File: config.mk
export PLATFORM = sky130hd
export DESIGN_NAME = fft_frame_ctrl
export DESIGN_NICKNAME = d
export VERILOG_FILES = /design/src/rtl/fft_frame_ctrl.sv
export SDC_FILE = /design/constraint.sdc
export NUM_CORES = 1
export LEC_CHECK = 0
export ABC_AREA = 1
export CORE_MARGIN = 1.5
export CORE_UTILIZATION = 30
export CTS_CLUSTER_DIAMETER = 30
export CTS_CLUSTER_SIZE = 14
export DETAILED_ROUTE_END_ITERATION = 10
export SLEW_MARGIN = 30
export SYNTH_ARGS = -nofsm -noshare
export SYNTH_HDL_FRONTEND = slang
export SYNTH_SLANG_ARGS = --single-unit
export TNS_END_PERCENT = 20
File: constraint.sdc
create_clock -name clk -period 2 [get_ports clk]
set_clock_uncertainty 0.15 [all_clocks]
set_input_delay 0.4 -clock clk [delete_from_list [all_inputs] [get_ports clk]]
set_output_delay 0.4 -clock clk [all_outputs]
set_load 0.01 [all_outputs]
File: src/rtl/fft_frame_ctrl.sv
// fft_frame_ctrl
//   Frame scheduler between the ADC SPI front end and the FFT core.
//   Gates the sample shift register so it captures one frame of N_SAMPLES
//   accepted ADC samples (one out of every DECIM adc_dv strobes), then
//   freezes the frame, pulses fft_start and waits for fft_done or a timeout.
//   Strobes arriving while the FFT is busy are counted as drops.
//
// Parameters
//   N_SAMPLES  samples per frame, power of two, 2..256
//   DECIM      accept one of every DECIM adc_dv strobes, 1..256
//   TIMEOUT    maximum cycles spent waiting for fft_done, >= 2
//
// Ports
//   clk, rst     clock, synchronous active-high reset
//   arm          level, starts a capture from idle
//   continuous   level, sampled at frame end: 1 refills, 0 returns to idle
//   abort        forces idle on the next cycle
//   clear_err    clears overrun and timeout_err
//   adc_dv       ADC data-valid strobe
//   fft_done     FFT completion pulse
//   shift_en     shift-register enable (combinational)
//   fft_start    one-cycle FFT start pulse
//   busy         high whenever not idle
//   sample_idx   samples accepted in the current frame
//   frame_cnt    completed frames (wrapping)
//   drop_cnt     strobes lost while the FFT is busy (saturating)
//   overrun      sticky drop flag
//   timeout_err  sticky timeout flag
module fft_frame_ctrl #(
   parameter int unsigned N_SAMPLES = 8,
   parameter int unsigned DECIM     = 1,
   parameter int unsigned TIMEOUT   = 1024
) (
   input  logic                         clk,
   input  logic                         rst,
   input  logic                         arm,
   input  logic                         continuous,
   input  logic                         abort,
   input  logic                         clear_err,
   input  logic                         adc_dv,
   input  logic                         fft_done,
   output logic                         shift_en,
   output logic                         fft_start,
   output logic                         busy,
   output logic [$clog2(N_SAMPLES)-1:0] sample_idx,
   output logic [7:0]                   frame_cnt,
   output logic [7:0]                   drop_cnt,
   output logic                         overrun,
   output logic                         timeout_err
);

   localparam int unsigned IDX_W = $clog2(N_SAMPLES);
   localparam int unsigned DEC_W = (DECIM > 1) ? $clog2(DECIM) : 1;
   localparam int unsigned WT_W  = $clog2(TIMEOUT);

   typedef enum logic [1:0] {
      ST_IDLE,
      ST_FILL,
      ST_START,
      ST_WAIT
   } state_t;

   state_t            state, state_nxt;
   logic [DEC_W-1:0]  dec_cnt;
   logic [WT_W-1:0]   wait_cnt;

   logic dec_match;
   logic accept;
   logic last_sample;
   logic drop;
   logic done_hit;
   logic to_hit;

   // State register
   always_ff @(posedge clk) begin
      if (rst) begin
         state <= ST_IDLE;
      end else begin
         state <= state_nxt;
      end
   end

   // Next-state logic
   always_comb begin
      state_nxt = state;
      if (abort) begin
         state_nxt = ST_IDLE;
      end else begin
         unique case (state)
            ST_IDLE:  if (arm) state_nxt = ST_FILL;
            ST_FILL:  if (accept && last_sample) state_nxt = ST_START;
            ST_START: state_nxt = ST_WAIT;
            ST_WAIT: begin
               if (fft_done) begin
                  state_nxt = continuous ? ST_FILL : ST_IDLE;
               end else if (to_hit) begin
                  state_nxt = ST_IDLE;
               end
            end
            default:  state_nxt = ST_IDLE;
         endcase
      end
   end

   // Output / event decode
   always_comb begin
      dec_match   = (dec_cnt == DEC_W'(DECIM - 1));
      last_sample = (sample_idx == IDX_W'(N_SAMPLES - 1));
      accept      = !rst && !abort && (state == ST_FILL) && adc_dv && dec_match;
      shift_en    = accept;
      drop        = !abort && adc_dv && ((state == ST_START) || (state == ST_WAIT));
      done_hit    = !abort && (state == ST_WAIT) && fft_done;
      // fft_done takes precedence over an expiring timeout in the same cycle
      to_hit      = (state == ST_WAIT) && !fft_done && (wait_cnt == WT_W'(TIMEOUT - 1));
   end

   // Registered outputs and counters
   always_ff @(posedge clk) begin
      if (rst) begin
         fft_start   <= 1'b0;
         busy        <= 1'b0;
         sample_idx  <= '0;
         dec_cnt     <= '0;
         wait_cnt    <= '0;
         frame_cnt   <= '0;
         drop_cnt    <= '0;
         overrun     <= 1'b0;
         timeout_err <= 1'b0;
      end else begin
         // Decoded from the next state so both outputs line up with the state register
         fft_start <= (state_nxt == ST_START);
         busy      <= (state_nxt != ST_IDLE);

         if (abort || (state == ST_IDLE && arm) || (done_hit && continuous)) begin
            sample_idx <= '0;
            dec_cnt    <= '0;
         end else if (state == ST_FILL && adc_dv) begin
            if (dec_match) begin
               sample_idx <= sample_idx + IDX_W'(1);  // wraps to 0 on the last sample
               dec_cnt    <= '0;
            end else begin
               dec_cnt <= dec_cnt + DEC_W'(1);
            end
         end

         wait_cnt <= (state == ST_WAIT) ? wait_cnt + WT_W'(1) : '0;

         if (done_hit) begin
            frame_cnt <= frame_cnt + 8'd1;
         end

         if (drop && drop_cnt != 8'hFF) begin
            drop_cnt <= drop_cnt + 8'd1;
         end

         // A new event in the same cycle as clear_err keeps the flag set
         if (drop) begin
            overrun <= 1'b1;
         end else if (clear_err) begin
            overrun <= 1'b0;
         end

         if (to_hit && !abort) begin
            timeout_err <= 1'b1;
         end else if (clear_err) begin
            timeout_err <= 1'b0;
         end
      end
   end

endmodule

## Word level (Yosys, flattened, before mapping)

Cells that the tools add are included.

| operators by class | value |
|---|---|
| equal/unequal tests | 7 |
| reductions and logical operators | 29 |
| bitwise logic cells | 2 |
| multiplexer cells | 11 |
| $add $sub $neg | 5 |

Operators with widths:

| cell | number |
|---|---|
| $add 8x1->8 const B | 2 |
| $logic_and 1x1->1 | 16 |
| $add 10x1->10 const B | 1 |
| $eq 10x10->1 const B | 1 |
| $mux 2 | 5 |
| $ne 8x8->1 const B | 1 |
| $pmux 2 s4 | 1 |
| $eq 2x2->1 const B | 3 |
| $reduce_bool 2->1 | 3 |
| $mux 1 | 5 |
| $reduce_or 2->1 | 2 |
| $add 3x1->3 const B | 1 |
| $eq 3x3->1 const B | 1 |
| $logic_not 1->1 | 3 |
| $logic_or 1x1->1 | 3 |
| $eq 2x1->1 const B | 1 |
| $logic_not 2->1 | 1 |
| $not 1->1 | 2 |
| $reduce_and 2->1 | 1 |
| $add 1x1->1 const B | 1 |

| storage, ports and cells | value |
|---|---|
| output and inout bits | 24 |
| word-level logic and storage cells | 64 |
| register bits after elaboration | 36 |
| input bits | 8 |

## Logic depth before layout (Yosys ltp)

| logic depth | value |
|---|---|
| depth in word-level cells | 10 |
| depth in mapped cells | 8 |
| gate-level depth less buffers | 8 |

## Worst setup path before layout

OpenSTA, ideal clock, no wires.

| timing | value |
|---|---|
| kind | register -> register |
| start | register drop_cnt[1] |
| end | register drop_cnt[1] |
| stages on the path, launching flop included | 9 |
| data required time | 1.734 ns |
| clock period less this slack | 1.486 ns |
| library setup time | 0.116 ns |
| arrival time | 1.221 ns |
| path buffers | 0 |
| path slack | 0.514 ns |
| cell sequence | dfxtp_1 ha_1 nand3_1 nor2_2 nand2_1 nand2_2 inv_2 nor2_1 nor2_1 |

| on the way | value |
|---|---|
| word-level cells in the longest chain between the ends | 2 |
| elaborated cells between the ends (all ways) | 3 |
| those cells by class | add/sub (1); eq/ne (1); reduce/logical (1) |

Ends and longest elaborated chain:

| element | line | text |
|---|---|---|
| start: declaration | 47 | `output logic [7:0] drop_cnt,` |
| start signal: assignment | 153 | `drop_cnt <= drop_cnt + 8'd1;` |
| branches (longest 2 deep; another with $add 8x1->8) | -- |  |

Parallel ways; which one is timed is not known.
A chain may end at the register's enable or synchronous reset.

## Worst setup path after layout

| timing | value |
|---|---|
| start | register drop_cnt[5] |
| end | output drop_cnt[5] |

No word-level cell between the ends.

==> metrics.txt <==
status finished, final reports clean; CP Cell Sequence clkdlybuf4s50_1; slew of the pin with the lowest slew margin 0.243 ns; Worst setup EP type output port; DRT Pass-1 Iters 4; delay-heaviest family, CP buffers and inverters; drc violations 0; # rows 27; critical path class flop to output port; worst hold path type flop to flop; crit path max-delay cell type clkdlybuf4s50_1; CTS tree built; Final Power 0.00145 W; Post-Synthesis Cells 226; synth unique cells 32; Post-synth top flop dfxtp_1; Synth top area share 41.8%; Yosys reg bits 35; slowest cell delay on critical path 0.57 ns; CTS H-tree lvls 2; clk sinks 35; top cells by count, synth 50 x nand2_1, 35 x dfxtp_1, 28 x inv_1; Num CTS Buffers 5; post-synthesis net count 239; GPL Wtd Cong 0.789; antenna diode count 0; Hold Fails Final Rpt 0; type of origin of the critical path flop; drt total wl 3550 um; Peak VDD IR 0.231 mV; Worst EP arrival 1.30 ns; DIE WIDTH 77.8 um; Post-Syn Area 1680 sq um; die area 6050 sq um; DP HPWL 2660 um; clk slew on worst S/H paths 0.08 ns; Post-Syn Area per Cell 7.42 sq um; via count 1517; total negative slack 0 ns; largest net degree at the start of global routing 12; final net count 283; DRT iter0 DRCs 109; Clock Latency Late Sink 0.29 ns; Synth area leaders dfxtp_1 42%, nand2_1 11%, a21oi_1 6.3%, inv_1 6.3%, nor2_1 4.7%; WL per Instance 10.3 um; CTS root buf clkbuf_8; layout cell share with drive strength beyond 1 13.3%; Chip Height 77.8 um; min cycle time layout 1.85 ns; Bufs and invs on worst path 1; Post-CTS Setup Bufs 0; Yosys top cell by area dfxtp_1; Post-DRT Antenna Nets 0; GR Overflow Total 0; most common cell in the netlist nand2_1; vias per cell 4.42; vias in the first global route 1408; first-pass GRT wire length 6240 um; synth warn 0; MaxCap Viol Count 0; max_slew headroom 83.8%; final setup fails 0; Lkg Pwr 0.937 nW; Top Ports 32; P&R area growth vs syn 33.2%; Clock Tree Buf Depth 2; RSZ-0062 raised after global routing no; Core Area 5440 sq um; fmax 0.540 GHz; Final Max Tran Viols 0; critical path peak fanout 5; final worst-path cycle share 92.7%; asr flop ratio synth 0%; IO Port Bufs 31; data required time at the worst endpoint 1.45 ns; initial core utilization 30.8%; Seq/Total Area, Yosys 41.8%; Post-synth EDFFs 0; power per cell area 647 nW/um^2; GRT Util Overall 13.1%; initial antenna violation count 0
-- cells in the final DEF (no fill, tap or decap) --
cell	Yosys	routed
xor2_1	4	4
bufinv_16	0	1
nor2_2	3	3
inv_1	28	27
o21ai_2	1	1
a31oi_1	1	1
nor2_8	1	1
nor3_4	1	1
nand3_1	13	13
nand2_1	50	50
clkbuf_8	0	6
nand3_2	1	1
nand2_4	1	1
xnor2_1	2	2
a21oi_2	1	1
dfxtp_1	35	35
o21ai_1	6	6
clkdlybuf4s50_1	0	30
or2_0	1	1
o21ai_0	6	6
nor2_1	21	21
a31o_1	1	1
buf_4	0	8
a21oi_1	21	21
nor2_4	1	1
o21a_1	1	1
and3_1	1	1
clkinv_2	1	2
nand2_2	4	4
clkinv_1	1	1
clkbuf_2	0	1
ha_1	5	5
nand4_1	8	8
nor3b_1	1	1
inv_2	3	4
-- metrics by stage --
stage	std cells	utilization [%]	hold WS (ns)	cell area [sq um]	setup slack, ns
3_3_place_gp	335	39.0	0.285	2120	-0.246
5_1_grt	343	41.1	0.322	2230	0.0829
4_1_cts	343	41.1	0.303	2240	0.0420
3_5_place_dp	335	39.0	0.294	2120	-0.226
6_report	343	41.1	0.298	2230	0.147
2_1_floorplan	226	-	0.267	1680	0.514
-- flip-flops by register name, summed over array words and instances (netlist names) --
name         count
drop_cnt         8
busy             1
overrun          1
wait_cnt        10
timeout_err      1
sample_idx       3
state            2
frame_cnt        8
fft_start        1
-- area by class of cell --
cell class	instances	area, sq um
inverters	33	125
flip-flops and latches	35	701
clock inverters	2	35.0
clock buffers	6	82.6
repair buffers	39	365
multi-input cells	156	835
fillers	570	3210
well taps	72	90.1
-- power by group --
part           internal, W  switching (W)
logic            0.0000343      0.0000364
registers         0.000700     0.00000254
clock network     0.000403       0.000268
total              0.00114       0.000307
-- layer usage --
metal,up-vias,GRT usage (%),routed length [um]
met4,0,4.91,51
met3,7,4.47,170
met1,662,16.7,1790
met2,33,20.2,1540
met5,-,0,0
li1,815,-,-
-- final timing paths --
kind	slack, ns	cells past startpoint	startpoint	endpoint
setup reg to reg	0.39	8	drop_cnt[1]	drop_cnt[1]
setup / recovery	0.15	1	drop_cnt[5]	drop_cnt[5]
hold reg to reg	0.30	1	wait_cnt[0]	wait_cnt[0]
hold / removal	0.30	1	wait_cnt[0]	wait_cnt[0]
-- logic make-up (layout without fill, tap and decap cells) --
logic type                 Yosys count  in the layout  share of synthesized area [%]
buffers and inverters               35             80                           8.43
AOI/OAI and AO/OA                   38             38                           12.2
adders and majority gates            5              5                           3.73
DFF                                 35             35                           41.8
and+or+nand+nor                    107            107                           30.7
xor gates and xnor gates             6              6                           3.13
-- repair_timing --
| item | CTS | global route |
|---|---|---|
| setup endpoints to repair | 1 | 1 |
| hold buffers | 0 | 0 |
| gates resized for setup | 1 | 3 |
Note: power is estimated with default switching activity, not from simulation.
==> patch: new RTL, same flow settings <==
Add an input register stage for `arm`, `continuous`, `abort`, `clear_err`, `adc_dv` and `fft_done`, cleared by the reset; this delays them by one clock. Comments in the files are not updated.
--- a/src/rtl/fft_frame_ctrl.sv
+++ b/src/rtl/fft_frame_ctrl.sv
@@ -60,6 +60,31 @@
       ST_WAIT
    } state_t;
 
+   logic arm_q;
+   logic continuous_q;
+   logic abort_q;
+   logic clear_err_q;
+   logic adc_dv_q;
+   logic fft_done_q;
+
+   always_ff @(posedge clk) begin
+      if (rst) begin
+         arm_q        <= '0;
+         continuous_q <= '0;
+         abort_q      <= '0;
+         clear_err_q  <= '0;
+         adc_dv_q     <= '0;
+         fft_done_q   <= '0;
+      end else begin
+         arm_q        <= arm;
+         continuous_q <= continuous;
+         abort_q      <= abort;
+         clear_err_q  <= clear_err;
+         adc_dv_q     <= adc_dv;
+         fft_done_q   <= fft_done;
+      end
+   end
+
    state_t            state, state_nxt;
    logic [DEC_W-1:0]  dec_cnt;
    logic [WT_W-1:0]   wait_cnt;
@@ -83,16 +108,16 @@
    // Next-state logic
    always_comb begin
       state_nxt = state;
-      if (abort) begin
+      if (abort_q) begin
          state_nxt = ST_IDLE;
       end else begin
          unique case (state)
-            ST_IDLE:  if (arm) state_nxt = ST_FILL;
+            ST_IDLE:  if (arm_q) state_nxt = ST_FILL;
             ST_FILL:  if (accept && last_sample) state_nxt = ST_START;
             ST_START: state_nxt = ST_WAIT;
             ST_WAIT: begin
-               if (fft_done) begin
-                  state_nxt = continuous ? ST_FILL : ST_IDLE;
+               if (fft_done_q) begin
+                  state_nxt = continuous_q ? ST_FILL : ST_IDLE;
                end else if (to_hit) begin
                   state_nxt = ST_IDLE;
                end
@@ -106,12 +131,12 @@
    always_comb begin
       dec_match   = (dec_cnt == DEC_W'(DECIM - 1));
       last_sample = (sample_idx == IDX_W'(N_SAMPLES - 1));
-      accept      = !rst && !abort && (state == ST_FILL) && adc_dv && dec_match;
+      accept      = !rst && !abort_q && (state == ST_FILL) && adc_dv_q && dec_match;
       shift_en    = accept;
-      drop        = !abort && adc_dv && ((state == ST_START) || (state == ST_WAIT));
-      done_hit    = !abort && (state == ST_WAIT) && fft_done;
+      drop        = !abort_q && adc_dv_q && ((state == ST_START) || (state == ST_WAIT));
+      done_hit    = !abort_q && (state == ST_WAIT) && fft_done_q;
       // fft_done takes precedence over an expiring timeout in the same cycle
-      to_hit      = (state == ST_WAIT) && !fft_done && (wait_cnt == WT_W'(TIMEOUT - 1));
+      to_hit      = (state == ST_WAIT) && !fft_done_q && (wait_cnt == WT_W'(TIMEOUT - 1));
    end
 
    // Registered outputs and counters
@@ -131,10 +156,10 @@
          fft_start <= (state_nxt == ST_START);
          busy      <= (state_nxt != ST_IDLE);
 
-         if (abort || (state == ST_IDLE && arm) || (done_hit && continuous)) begin
+         if (abort_q || (state == ST_IDLE && arm_q) || (done_hit && continuous_q)) begin
             sample_idx <= '0;
             dec_cnt    <= '0;
-         end else if (state == ST_FILL && adc_dv) begin
+         end else if (state == ST_FILL && adc_dv_q) begin
             if (dec_match) begin
                sample_idx <= sample_idx + IDX_W'(1);  // wraps to 0 on the last sample
                dec_cnt    <= '0;
@@ -156,13 +181,13 @@
          // A new event in the same cycle as clear_err keeps the flag set
          if (drop) begin
             overrun <= 1'b1;
-         end else if (clear_err) begin
+         end else if (clear_err_q) begin
             overrun <= 1'b0;
          end
 
-         if (to_hit && !abort) begin
+         if (to_hit && !abort_q) begin
             timeout_err <= 1'b1;
-         end else if (clear_err) begin
+         end else if (clear_err_q) begin
             timeout_err <= 1'b0;
          end
       end
Behaviour: not the same (Yosys sat finds a counterexample within 4 cycles, from zero or initial values and one cycle with rst high).
==> patch against the unedited design <==
Register-to-register slack got worse by 0.03 ns; count of clock-buffer cells in the layout grew 1; setup slack lost 0.010 ns; fmax fell by 0.55%; non-clock buffer count shrank 4; cell area up 4.7%; area after synthesis increased by 9.7%; sequential cell count grew 6; wire length shrank 0.28%; total power rose by 0.54%.
==> patch: results (changes against the unedited design) <==
| Metric | Value |
|---|---|
| Final Wtd Congestion | 0.822 (+4.2%) |
| Slowest stage delay, CP | 0.46 ns (-0.11 ns) |
| First-pass GRT wire length | 5950 µm (-4.5%) |
| Vias/cell | 4.44 (+0.46%) |
| Clk buf depth | 2 (unchanged) |
| Peak supply drop | 0.254 mV (+10%) |
| N_diodes | 0 (unchanged) |
| Most common flop cell mapped by yosys | dfxtp_1 |
| Placed inst area | 2260 µm² (+6.4%) |
| Cell variety after synth | 30 (-6.3%) |
| Routed wl met2 | 1550 µm (+0.45%) |
| All-Layer GR Usage | 11.8% (-1.3 points) |
| # H-tree levels | 2 (unchanged) |
| Register area share after synthesis | 44.6% (+2.8 points) |
| Top cells by count, synth | nand2_1, dfxtp_1, inv_1, nor2_1, a21oi_1 |
| P_comb | 0.0000833 W (+18%) |
| Met1 Routed Length | 1810 µm (+1.3%) |
| Fraction of layout cells with a size suffix above 1 | 9.15% (-4.1 points) |
| Worst path slowest cell | clkdlybuf4s50_1 |
| Sw power | 0.000312 W (+1.7%) |
| Synth Area in Compound Gates | 11.0% (-1.2 points) |
| Leak Pwr | 1.00 nW (+6.9%) |
| Post-Synth Adder-Cell Area | 3.40% (-0.33 points) |
| Crit-path max FO | 2 (-3) |
| Post-Place Worst Slack | -0.246 ns (-0.0199 ns) |
| Wire per inst | 9.86 µm (-4.7%) |
| Final Power | 0.00145 W (+0.54%) |
| Global Route met2 Usage | 17.9% (-2.3 points) |
| Post-layout nets | 297 (+4.9%) |
| Max-slew headroom | 82.8% (-0.95 points) |
| Syn nets | 258 (+7.9%) |
| Hpwl dp | 2710 µm (+1.8%) |
| Power Sequential | 0.000839 W (+19%) |
| Largest net degree at the start of global routing | 16 (+4) |
| CTS buffer count | 5 (unchanged) |
| Largest cells by area after synthesis | dfxtp_1, nand2_1, inv_1, a21oi_1, nor2_1 |
| DR iter-0 viols | 56 (-49%) |
| Vias in the first global route | 1325 (-5.9%) |
| Post-synthesis share of cell area spent on xor and xnor gates | 2.86% (-0.28 points) |
| Grt met1 use | 15.6% (-1.2 points) |
| Root buffer cell | clkbuf_8 |
| Metal3 WL | 162 µm (-4.7%) |
| Met3 Use GR | 3.82% (-0.65 points) |
| Outcome | complete, no violations |
-- patch: cell types whose count changed in the layout (fill, tap and decap cells not counted), moves of 3 or more --
cell / unedited run / this run
o21ai_0: 6 / 12
o21ai_1: 6 / 1
inv_2: 4 / 1
nand3_1: 13 / 10
nor2_1: 21 / 29
dfxtp_1: 35 / 41
inv_1: 27 / 36
buf_4: 8 / 4
-- patch: critical path: cells and delay by family --
family	cells	cell delay (ns)
buf+inv	3	0.72
simple gates	2	0.19
-- patch: what timing repair did --
action / 4_1_cts / 5_1_grt
hold buffers: 0 / 0
resized for setup: 1 / 2
setup endpoints to repair: 1 / 1
gates cloned: 0 / 0
-- patch: metrics by stage --
stage          setup TNS [ns]  util (%)  hold slack, ns  std cells
2_1_floorplan               0         -           0.268        245
3_3_place_gp           -0.263      38.1           0.284        352
3_5_place_dp           -0.246      38.1           0.289        352
4_1_cts                     0      39.6           0.306        359
5_1_grt                     0      39.5           0.336        359
6_report                    0      39.5           0.302        359
-- patch: cell type report --
cell class                      instances  area, µm²
Tap cell                               75       93.8
Inverter                               38        144
Multi-Input combinational cell        163        858
Fill cell                             606       3580
Timing Repair Buffer                   35        335
Clock buffer                            7       86.3
Sequential cell                        41        821
-- patch: kinds of logic after synthesis --
family,Yosys count
compound gates,39
xor+xnor,6
fa+ha+maj,5
buf+inv,41
flops,41
simple gates,113
-- patch: path summary, 6_finish.rpt --
| kind | from | to | slack, ns | cells past startpoint |
|---|---|---|---|---|
| setup / recovery | rst | shift_en | 0.14 | 5 |
| hold / removal | wait_cnt[0] | wait_cnt[0] | 0.30 | 1 |
| setup reg to reg | drop_cnt[1] | drop_cnt[5] | 0.36 | 8 |
| hold reg to reg | wait_cnt[0] | wait_cnt[0] | 0.30 | 1 |
